### src/rtl/mm_pcpi_pkg.sv
// mm_pcpi_pkg: shared PCPI encodings, group address map, loader state enum and group helpers
package mm_pcpi_pkg;
    localparam logic [6:0] OPC_CUSTOM = 7'b0001011;
    localparam logic [2:0] F3_LOAD    = 3'b000;
    localparam logic [2:0] F3_STOP    = 3'b101;
    localparam logic [2:0] F3_RUN     = 3'b111;
    localparam logic [4:0] ADDR_A     = 5'd0;
    localparam logic [4:0] ADDR_B     = 5'd9;
    localparam logic [4:0] ADDR_BIAS  = 5'd18;
    localparam logic [4:0] ADDR_THR   = 5'd27;
    // the coprocessor expects address field 1 on the stop request
    localparam logic [4:0] STOP_ADDR  = 5'd1;
    typedef enum logic [3:0] {IDLE, LO, HI, ISSUE, GAP, RUN_ISSUE, RUN_WAIT, STOP_ISSUE, DONE} state_t;
    function automatic logic [4:0] grp_base(input logic [2:0] g);
        return g == 3'd0 ? ADDR_A : g == 3'd1 ? ADDR_B : g == 3'd2 ? ADDR_BIAS : ADDR_THR;
    endfunction
    function automatic logic [4:0] grp_last(input logic [2:0] g);
        return g >= 3'd3 ? ADDR_THR : grp_base(g) + 5'd8;
    endfunction
    // lowest selected group index >= from; 4 means no selected group remains
    function automatic logic [2:0] next_grp(input logic [3:0] sel, input logic [2:0] from);
        logic [2:0] r;
        r = 3'd4;
        for (int g = 3; g >= 0; g--)
            if (3'(g) >= from && sel[g]) r = 3'(g);
        return r;
    endfunction
endpackage

### src/rtl/mm_pcpi_req.sv
// mm_pcpi_req: PCPI valid/ready request handshake and inter-request gap timing
// Ports: clk, resetn (sync, active low); req holds pcpi_valid high with insn driven;
// gap marks idle cycles between requests; ack = request completed this cycle;
// gap_done = last idle cycle of the gap.
module mm_pcpi_req #(
    parameter int GAP_CYCLES = 1
) (
    input  logic        clk,
    input  logic        resetn,
    input  logic        req,
    input  logic        gap,
    input  logic [31:0] insn,
    input  logic        pcpi_ready,
    output logic        pcpi_valid,
    output logic [31:0] pcpi_insn,
    output logic        ack,
    output logic        gap_done
);
    logic [1:0] gap_cnt;
    always_ff @(posedge clk) begin
        if (!resetn || !gap) gap_cnt <= '0;
        else gap_cnt <= gap_cnt + 2'd1;
    end
    assign pcpi_valid = req;
    assign pcpi_insn  = req ? insn : 32'd0;
    assign ack        = req && pcpi_ready;
    assign gap_done   = gap && gap_cnt == 2'(GAP_CYCLES - 1);
endmodule

### src/rtl/mm_pcpi_loader.sv
// mm_pcpi_loader: turns a host byte stream into PCPI load/run/stop requests for a matrix coprocessor
// Ports: clk, resetn (sync, active low); in_valid/in_data/in_ready host byte stream;
// pcpi_valid/pcpi_insn/pcpi_ready/pcpi_wait coprocessor request channel;
// busy (not idle), done (one-cycle pulse), err (sticky until next command byte).
// Build option: MM_LOADER_TIMEOUT_EN adds a 255-cycle request timeout that sets err.
module mm_pcpi_loader
    import mm_pcpi_pkg::*;
#(
    parameter int GAP_CYCLES = 1
) (
    input  logic        clk,
    input  logic        resetn,
    input  logic        in_valid,
    input  logic [7:0]  in_data,
    output logic        in_ready,
    output logic        pcpi_valid,
    output logic [31:0] pcpi_insn,
    input  logic        pcpi_ready,
    input  logic        pcpi_wait,
    output logic        busy,
    output logic        done,
    output logic        err
);
    state_t      state, state_n;
    logic [4:0]  cmd, addr;
    logic [2:0]  grp, ng, first_g;
    logic [7:0]  lo;
    logic [15:0] word;
    logic        stopping, rdy_ok, acc, req, ack, gap_done, tmo, grp_end;
    logic [31:0] insn;
    // rdy_ok keeps in_ready low in the cycle right after a reset edge
    assign in_ready = rdy_ok && (state == IDLE || state == LO || state == HI);
    assign acc      = in_valid && in_ready;
    assign req      = state inside {ISSUE, RUN_ISSUE, RUN_WAIT, STOP_ISSUE};
    assign busy     = state != IDLE;
    assign done     = state == DONE;
    assign first_g  = next_grp(in_data[3:0], 3'd0);
    assign ng       = next_grp(cmd[3:0], grp + 3'd1);
    assign grp_end  = addr == grp_last(grp);
    assign insn     = state == ISSUE      ? {1'b0, word, F3_LOAD, addr, OPC_CUSTOM}
                    : state == STOP_ISSUE ? {17'd0, F3_STOP, STOP_ADDR, OPC_CUSTOM}
                    :                       {17'd0, F3_RUN, 5'd0, OPC_CUSTOM};
    mm_pcpi_req #(.GAP_CYCLES(GAP_CYCLES)) u_req (
        .clk(clk), .resetn(resetn), .req(req), .gap(state == GAP), .insn(insn),
        .pcpi_ready(pcpi_ready), .pcpi_valid(pcpi_valid), .pcpi_insn(pcpi_insn),
        .ack(ack), .gap_done(gap_done)
    );
`ifdef MM_LOADER_TIMEOUT_EN
    logic [7:0] tmo_cnt;
    logic       err_q;
    always_ff @(posedge clk) begin
        if (!resetn || !req) tmo_cnt <= '0;
        else tmo_cnt <= tmo_cnt + 8'd1;
    end
    // 255th consecutive request cycle
    assign tmo = req && tmo_cnt == 8'd254;
    always_ff @(posedge clk) begin
        if (!resetn) err_q <= 1'b0;
        else if (tmo) err_q <= 1'b1;
        else if (state == IDLE && acc) err_q <= 1'b0;
    end
    assign err = err_q;
`else
    assign tmo = 1'b0;
    assign err = 1'b0;
`endif
    always_ff @(posedge clk) begin
        if (!resetn) state <= IDLE;
        else state <= state_n;
    end
    always_comb begin
        state_n = state;
        case (state)
            IDLE:       if (acc) state_n = |in_data[3:0] ? LO : in_data[4] ? RUN_ISSUE : DONE;
            LO:         if (acc) state_n = HI;
            HI:         if (acc) state_n = ISSUE;
            ISSUE:      if (ack) state_n = GAP;
            GAP:        if (gap_done) state_n = stopping ? STOP_ISSUE
                                              : (!grp_end || !ng[2]) ? LO
                                              : cmd[4] ? RUN_ISSUE : DONE;
            RUN_ISSUE:  if (pcpi_wait) state_n = RUN_WAIT;
            RUN_WAIT:   if (pcpi_ready && !pcpi_wait) state_n = GAP;
            STOP_ISSUE: if (ack) state_n = DONE;
            DONE:       state_n = IDLE;
            default:    state_n = IDLE;
        endcase
        if (tmo) state_n = IDLE;
    end
    always_ff @(posedge clk) begin
        if (!resetn) begin
            rdy_ok   <= 1'b0;
            cmd      <= '0;
            grp      <= '0;
            addr     <= '0;
            lo       <= '0;
            word     <= '0;
            stopping <= 1'b0;
        end else begin
            rdy_ok <= 1'b1;
            if (state == IDLE && acc) begin
                cmd      <= in_data[4:0];
                grp      <= first_g;
                addr     <= grp_base(first_g);
                stopping <= 1'b0;
            end
            if (state == LO && acc) lo <= in_data;
            if (state == HI && acc) word <= {in_data, lo};
            if (state == GAP && gap_done && !stopping) begin
                if (!grp_end) addr <= addr + 5'd1;
                else begin
                    grp  <= ng;
                    addr <= grp_base(ng);
                end
            end
            if (state == RUN_WAIT && pcpi_ready && !pcpi_wait) stopping <= 1'b1;
        end
    end
endmodule
### config.mk
export PLATFORM = sky130hd
export DESIGN_NAME = mm_pcpi_loader
export DESIGN_NICKNAME = d
export VERILOG_FILES = /design/src/rtl/mm_pcpi_pkg.sv /design/src/rtl/mm_pcpi_req.sv /design/src/rtl/mm_pcpi_loader.sv
export SDC_FILE = /design/constraint.sdc
export NUM_CORES = 1
export LEC_CHECK = 0
export CAP_MARGIN = 20
export CORE_ASPECT_RATIO = 0.7
export CORE_MARGIN = 1
export CORE_UTILIZATION = 40
export DETAILED_ROUTE_END_ITERATION = 8
export SKIP_LAST_GASP = 1
export SLEW_MARGIN = 20
export SYNTH_ARGS = -nofsm -noshare
export SYNTH_HDL_FRONTEND = slang
export SYNTH_SLANG_ARGS = --single-unit
export TNS_END_PERCENT = 100
### constraint.sdc
create_clock -name clk -period 3.7 [get_ports clk]
set_clock_uncertainty 0.2 [all_clocks]
set_input_delay 0.37 -clock clk [delete_from_list [all_inputs] [get_ports clk]]
set_output_delay 0.37 -clock clk [all_outputs]
set_load 0.05 [all_outputs]
=== Word level (Yosys, flattened, before mapping) ===
Cells that the tools add are included.

* Flip-flop bits (word level): 45
* Output and inout port bits: 37
* Word-level logic and storage cells: 122
* Input bits: 13

* Equal/unequal tests: 23
* Reduce and logical (&&, ||, !) cells: 37
* Add/subtract/negate cells: 4
* Magnitude comparators: 5
* Mux-type cells: 44

{| class="wikitable"
|+ Operators with widths
! kind !! number
|-
| $mux W4 || 16
|-
| $mux W31 || 2
|-
| $mux W5 || 10
|-
| $mux W3 || 11
|-
| $pmux W4 S8 || 1
|-
| $eq A4 B3 Y1 const B || 4
|-
| $logic_and A1 B1 Y1 || 16
|-
| $ne A2 B2 Y1 const B || 8
|-
| $mux W14 || 1
|-
| $eq A3 B1 Y1 const B || 3
|-
| $eq A3 B2 Y1 const B || 3
|-
| $logic_not A3 Y1 || 3
|-
| $eq A4 B2 Y1 const B || 2
|-
| $reduce_and A8 Y1 || 1
|-
| $reduce_bool A4 Y1 || 2
|-
| $ge A1 B3 Y1 const A || 2
|-
| $ge A2 B3 Y1 const A || 2
|-
| $logic_not A1 Y1 || 6
|-
| $add A5 B1 Y5 const B || 1
|-
| $add A5 B4 Y5 const B || 1
|-
| $eq A5 B5 Y1 || 1
|-
| $eq A4 B1 Y1 const B || 1
|-
| $eq A4 B4 Y1 const B || 1
|-
| $logic_not A4 Y1 || 1
|-
| other kinds (8) || 14
|}

=== Logic depth before layout (Yosys ltp) ===
* Depth after elaboration: 13
* Mapped depth: 10
* Gate-level depth less buffers: 8

=== Hierarchy ===
Synthesis repeated with hierarchy kept, for this count alone.

* Cells, all modules: 364
* Area total of the unflattened synthesis: 2,785.2 sq um

{| class="wikitable"
|+ By module, submodules not included
! module !! sequential area each (sq um) !! times used !! area each (sq um) !! cells an instance
|-
| mm_pcpi_loader || 860.8 || 1 || 2,433.6 || 319
|-
| mm_pcpi_req || 40.0 || 1 || 351.6 || 45
|}

=== Worst setup path before layout ===
Ideal clock, no wire load.

* Path type: flip-flop to flip-flop
* From: reg grp[0]
* To: reg grp[1]
* Library setup time: 0.070 ns
* Cell stages (with the launch flop): 11
* Buffers on the path: 2
* Path slack: 0.638 ns
* Period minus slack after synthesis: 3.062 ns
* Arrival time: 2.792 ns
* Required time: 3.430 ns
* Path through: dfxtp_1 -> clkbuf_1 -> inv_1 -> ha_1 -> or4b_4 -> a21oi_2 -> xnor2_1 -> or4_4 -> buf_6 -> a2111o_1 -> a21oi_1

* Longest elaborated chain between the ends: 9
* Elaborated cells between the ends (all ways): 25
* Classes of those cells: add/sub (2); order compare (5); eq/ne (3); mux (10); reduce/logical (5)

{| class="wikitable"
|+ Ends and longest elaborated chain
! what !! line !! text
|-
| start, declared || mm_pcpi_loader.sv:26 || <nowiki>logic [2:0] grp, ng, first_g;</nowiki>
|-
| start signal, assigned || mm_pcpi_loader.sv:102 || <nowiki>grp <= first_g;</nowiki>
|-
| start signal, assigned || mm_pcpi_loader.sv:111 || <nowiki>grp <= ng;</nowiki>
|-
| $eq A3 B2 Y1 or $add A3 B1 Y3 (tied branches) || mm_pcpi_pkg.sv:15, mm_pcpi_loader.sv:38 ||
|-
| $mux W4 or $ge A2 B3 Y1 (tied branches) || mm_pcpi_pkg.sv:15, mm_pcpi_pkg.sv:25 ||
|-
| $mux W5 or $logic_and A1 B1 Y1 (tied branches) || mm_pcpi_pkg.sv:15, mm_pcpi_pkg.sv:25 ||
|-
| $mux W5 or $mux W3 (tied branches) || mm_pcpi_pkg.sv:15, mm_pcpi_pkg.sv:25 ||
|-
| $add A5 B4 Y5 or $mux W3 (tied branches) || mm_pcpi_pkg.sv:18, mm_pcpi_pkg.sv:25 ||
|-
| $mux W5 or $mux W3 (tied branches) || mm_pcpi_pkg.sv:18, mm_pcpi_pkg.sv:25 ||
|-
| $eq A5 B5 Y1 or $mux W3 (tied branches) || mm_pcpi_loader.sv:39, mm_pcpi_pkg.sv:25 ||
|-
| $mux W3 * || mm_pcpi_loader.sv:109 || <nowiki>if (!grp_end) addr <= addr + 5'd1;</nowiki>
|-
| $mux W3 * || mm_pcpi_loader.sv:108 || <nowiki>if (state == GAP && gap_done && !stopping) begin</nowiki>
|}

Every way passes the cells marked *; elsewhere a longest branch is shown, timed or not.
A chain may end at the register's enable or synchronous reset.

=== Worst setup path after layout ===
* From: reg grp[0]
* To: reg grp[0]

* Longest elaborated chain between the ends: 9
* Elaborated cells between the ends (all ways): 26
* Classes of those cells: add/sub (2); order compare (5); eq/ne (3); mux (11); reduce/logical (5)

{| class="wikitable"
|+ Ends and longest elaborated chain
! what !! line
|-
| $eq A3 B2 Y1 or $add A3 B1 Y3 (tied branches) || mm_pcpi_pkg.sv:15, mm_pcpi_loader.sv:38
|-
| $mux W4 or $ge A2 B3 Y1 (tied branches) || mm_pcpi_pkg.sv:15, mm_pcpi_pkg.sv:25
|-
| $mux W5 or $logic_and A1 B1 Y1 (tied branches) || mm_pcpi_pkg.sv:15, mm_pcpi_pkg.sv:25
|-
| $mux W5 or $mux W3 (tied branches) || mm_pcpi_pkg.sv:15, mm_pcpi_pkg.sv:25
|-
| $add A5 B4 Y5 or $mux W3 (tied branches) || mm_pcpi_pkg.sv:18, mm_pcpi_pkg.sv:25
|-
| $mux W5 or $mux W3 (tied branches) || mm_pcpi_pkg.sv:18, mm_pcpi_pkg.sv:25
|-
| $eq A5 B5 Y1 or $mux W3 (tied branches) || mm_pcpi_loader.sv:39, mm_pcpi_pkg.sv:25
|-
| $mux W3 || mm_pcpi_loader.sv:109
|-
| $mux W3 * || mm_pcpi_loader.sv:108
|}

Marked as above.

==> summary.md <==
| Metric | Value |
|---|---|
| Syn Inst Count | `338` |
| Hold Buf Count CTS | `0` |
| Synth Register Bits | `45` |
| P&R area growth vs syn | `21.3%` |
| Count of final setup violators | `0` |
| Die footprint | `0.00672 sq mm` |
| Top cell type by total area after synthesis | `dfxtp_1` |
| I/O pin cnt | `50` |
| Via density | `5.42` |
| CP max stage cell | `dfxtp_1` |
| Max-Cap Viols | `0` |
| Setup TNS | `0 ps` |
| Total track usage | `20.0%` |
| Max stage delay on crit path | `610 ps` |
| R2R cell count | `8` |
| Htree depth | `2` |
| Fin crit period | `3290 ps` |
| Sequential share of the synthesized area | `35.3%` |
| Number of synthesized flops with an enable pin | `0` |
| Final Hold Vio Count | `0` |
| RSZ-0062 raised after global routing | `false` |
| CTS buffer count | `5` |
| CTS tree | `done` |
| Startpoint types | `flip-flop` |
| Placed cell areas | `0.00300 sq mm` |
| Port Buf Inserts | `43` |
| R2R setup slack | `410 ps` |
| Worst-margin pin slew | `701 ps` |
| Period utilization | `88.8%` |
| Detail Route Antenna Nets | `0` |
| Pwr dens | `330 mW/mm^2` |
| Detailed placement HPWL | `4630 microns` |
| Total iterations of the first detailed-routing run | `5` |
| CP arrival | `3290 ps` |
| Layout Nets | `390` |
| Congestion Overflow GR | `0` |
| Die Width | `97.5 microns` |
| WHS Path Cells | `2` |
| Peak supply drop | `0.000194 V` |
| Largest net degree at the start of global routing | `33` |
| Drt first-iter violations | `123` |
| Worst hold path class | `flip-flop to flip-flop` |
| Setup CP Type | `flip-flop to flip-flop` |
| Critical path's top delay family | `simple AND/OR/NAND/NOR gates` |
| Ys async rst share | `0%` |
| Status | `complete, no violations` |
| Via count | `2418` |
| Post-cts sizing count | `0` |
| Worst hold start | `lo[0]` |
| CP cell instances | `inv_1 -> ha_1 -> or4b_4 -> nor4b_1 -> a311oi_1 -> or4_4 -> nor2_1 -> mux2_2` |
| RePlAce Congestion | `0.807` |
| Finished Cell Area | `0.00310 sq mm` |
| Synth Cell Area | `0.00255 sq mm` |
| First-pass GRT wire length | `10500 microns` |
| Primary FF master, synth | `dfxtp_1` |
| Avg Inst Size Synth | `7.56 sq um` |
| Worst path depth | `8` |
| Count of warnings emitted by yosys | `0` |
| Vias in the first global route | `2037` |
| Final wirelength | `6500 microns` |
| Die height | `68.9 microns` |
| Clk_lat worst skew | `320 ps` |
| Synth top area share | `35.3%` |
| Worst r2r src | `grp[0]` |
| Slew HR | `53.0%` |
| Lkg Pwr | `1.15 nW` |
| WL/cell | `14.6 microns` |
| Post-synth cell types | `50` |
| Post-CTS Setup Bufs | `0` |
| Worst Path Max Fanout | `15` |
| DRC viols | `0` |
| CTS Buffer Depth | `2` |
| Worst Path Required | `3700 ps` |
| Fraction of layout cells with a size suffix above 1 | `6.47%` |
| WP buf/inv | `1` |
| Worst-path clk slew | `80 ps` |
| Core area | `0.00593 sq mm` |
| Final Max Tran Viols | `0` |
| Ranking of synthesized cells by area | `dfxtp_1, nand2_1, a21oi_1, and2_1, nor2_1` |
| Worst Hold End | `word[0]` |
| Clk root buf | `clkbuf_8` |
| Row cnt | `23` |
| Clk sink count | `45` |
| Highest Clock Rate | `0.304 GHz` |
| Initial core utilization | `43.1%` |
| Ant. Diodes | `0` |
| Worst R2R End | `grp[0]` |
| Critical Path Sink Type | `flip-flop` |
| Initial antenna violation count | `0` |
==> flip-flops by register name, summed over array words and instances (netlist names) <==
name,count
stopping,1
rdy_ok,1
lo,8
word,16
cmd,5
u_req.gap_cnt,2
state,4
grp,3
addr,5
==> synth_stat cells (4+ instances only) <==
master,count
nand2_1,54
clkbuf_1,18
nand3_1,13
inv_1,11
nor2_1,25
ha_1,7
o21ai_0,8
dfxtp_1,45
mux2i_1,7
and2_1,22
buf_4,10
nand2b_1,6
a31oi_1,5
nor3_1,11
a21oi_1,40
and3_1,4
==> tightest hold or removal path, stage by stage (launching register included) <==
cell     delay (ps)
dfxtp_1         320
nand2_1          50
a21oi_1          50
==> report_power, final <==
part           total, mW  switching (mW)  internal [mW]  leakage (nW)
logic              0.180           0.117         0.0629         0.737
registers          0.512          0.0147          0.497         0.364
clock network      0.331           0.180          0.152        0.0512
total               1.02           0.311          0.712          1.15
==> per-layer routing <==
layer  wire, microns  GRT usage [%]
met1            3550           29.9
met2            2530           28.9
met3             320           3.23
met4              91           7.17
met5               0              0
==> worst max path at each step <==
stage,startpoint,endpoint,slack (ps)
after floorplan,grp[0],grp[1],640
after global placement,grp[0],grp[0],590
after detailed placement,grp[0],grp[0],460
after CTS,grp[0],grp[0],450
after global routing,grp[0],grp[0],290
final,grp[0],grp[0],410
==> layout make-up <==
cell class                 count  area, sq um
sequential                    45          901
timing repair buffer          50          483
multi-input combinational    257         1480
tap                           75         93.8
clock inverter                 2         13.8
inverter                      11         41.3
clock buffer                   6         82.6
fill                         585         2830
==> logic make-up after synthesis <==
family / after synthesis / share of synthesized area [%]
buffers and inverters: 41 / 7.83
muxes: 8 / 3.18
adders and majority gates: 7 / 3.43
AOI/OAI and AO/OA: 74 / 17.6
DFF: 45 / 35.3
and+or+nand+nor: 159 / 31.5
other: 1 / 0.147
xor gates and xnor gates: 3 / 1.03
==> cell usage in the layout (no fill, tap or decap), drive strengths merged, types with 2 or more instances in the layout <==
| cell | netlist | final |
|---|---|---|
| buf | 11 | 7 |
| nor3 | 11 | 11 |
| a211o | 2 | 2 |
| o41ai | 2 | 2 |
| and3 | 4 | 4 |
| a211oi | 2 | 2 |
| nand2 | 54 | 54 |
| nor4b | 3 | 3 |
| ha | 7 | 7 |
| nor4 | 2 | 2 |
| o21ai | 8 | 8 |
| a31oi | 5 | 5 |
| clkdlybuf4s50 | 0 | 43 |
| and2 | 22 | 22 |
| or2 | 2 | 2 |
| inv | 11 | 11 |
| nand3 | 13 | 13 |
| mux2i | 7 | 7 |
| nor2b | 3 | 3 |
| nor2 | 25 | 25 |
| a21oi | 41 | 41 |
| nand2b | 6 | 6 |
| nand4b | 2 | 2 |
| nand3b | 2 | 2 |
| conb | 1 | 6 |
| clkbuf | 19 | 6 |
| o21bai | 3 | 3 |
| nand4 | 2 | 2 |
| or4 | 4 | 4 |
| xnor2 | 3 | 3 |
| clkinv | 0 | 2 |
| dfxtp | 45 | 45 |
==> per-stage QoR <==
step,utilization (%),power (mW),instances,worst slack [ps],hold slack [ps]
floorplan,-,0.647,343,638,198
global placement,50.7,0.700,438,588,240
detailed placement,50.7,0.701,438,461,244
CTS,52.3,1.03,446,446,257
global route,52.3,1.07,446,294,269
finish,52.3,1.02,446,413,253
(Power assumes the default switching activity.)
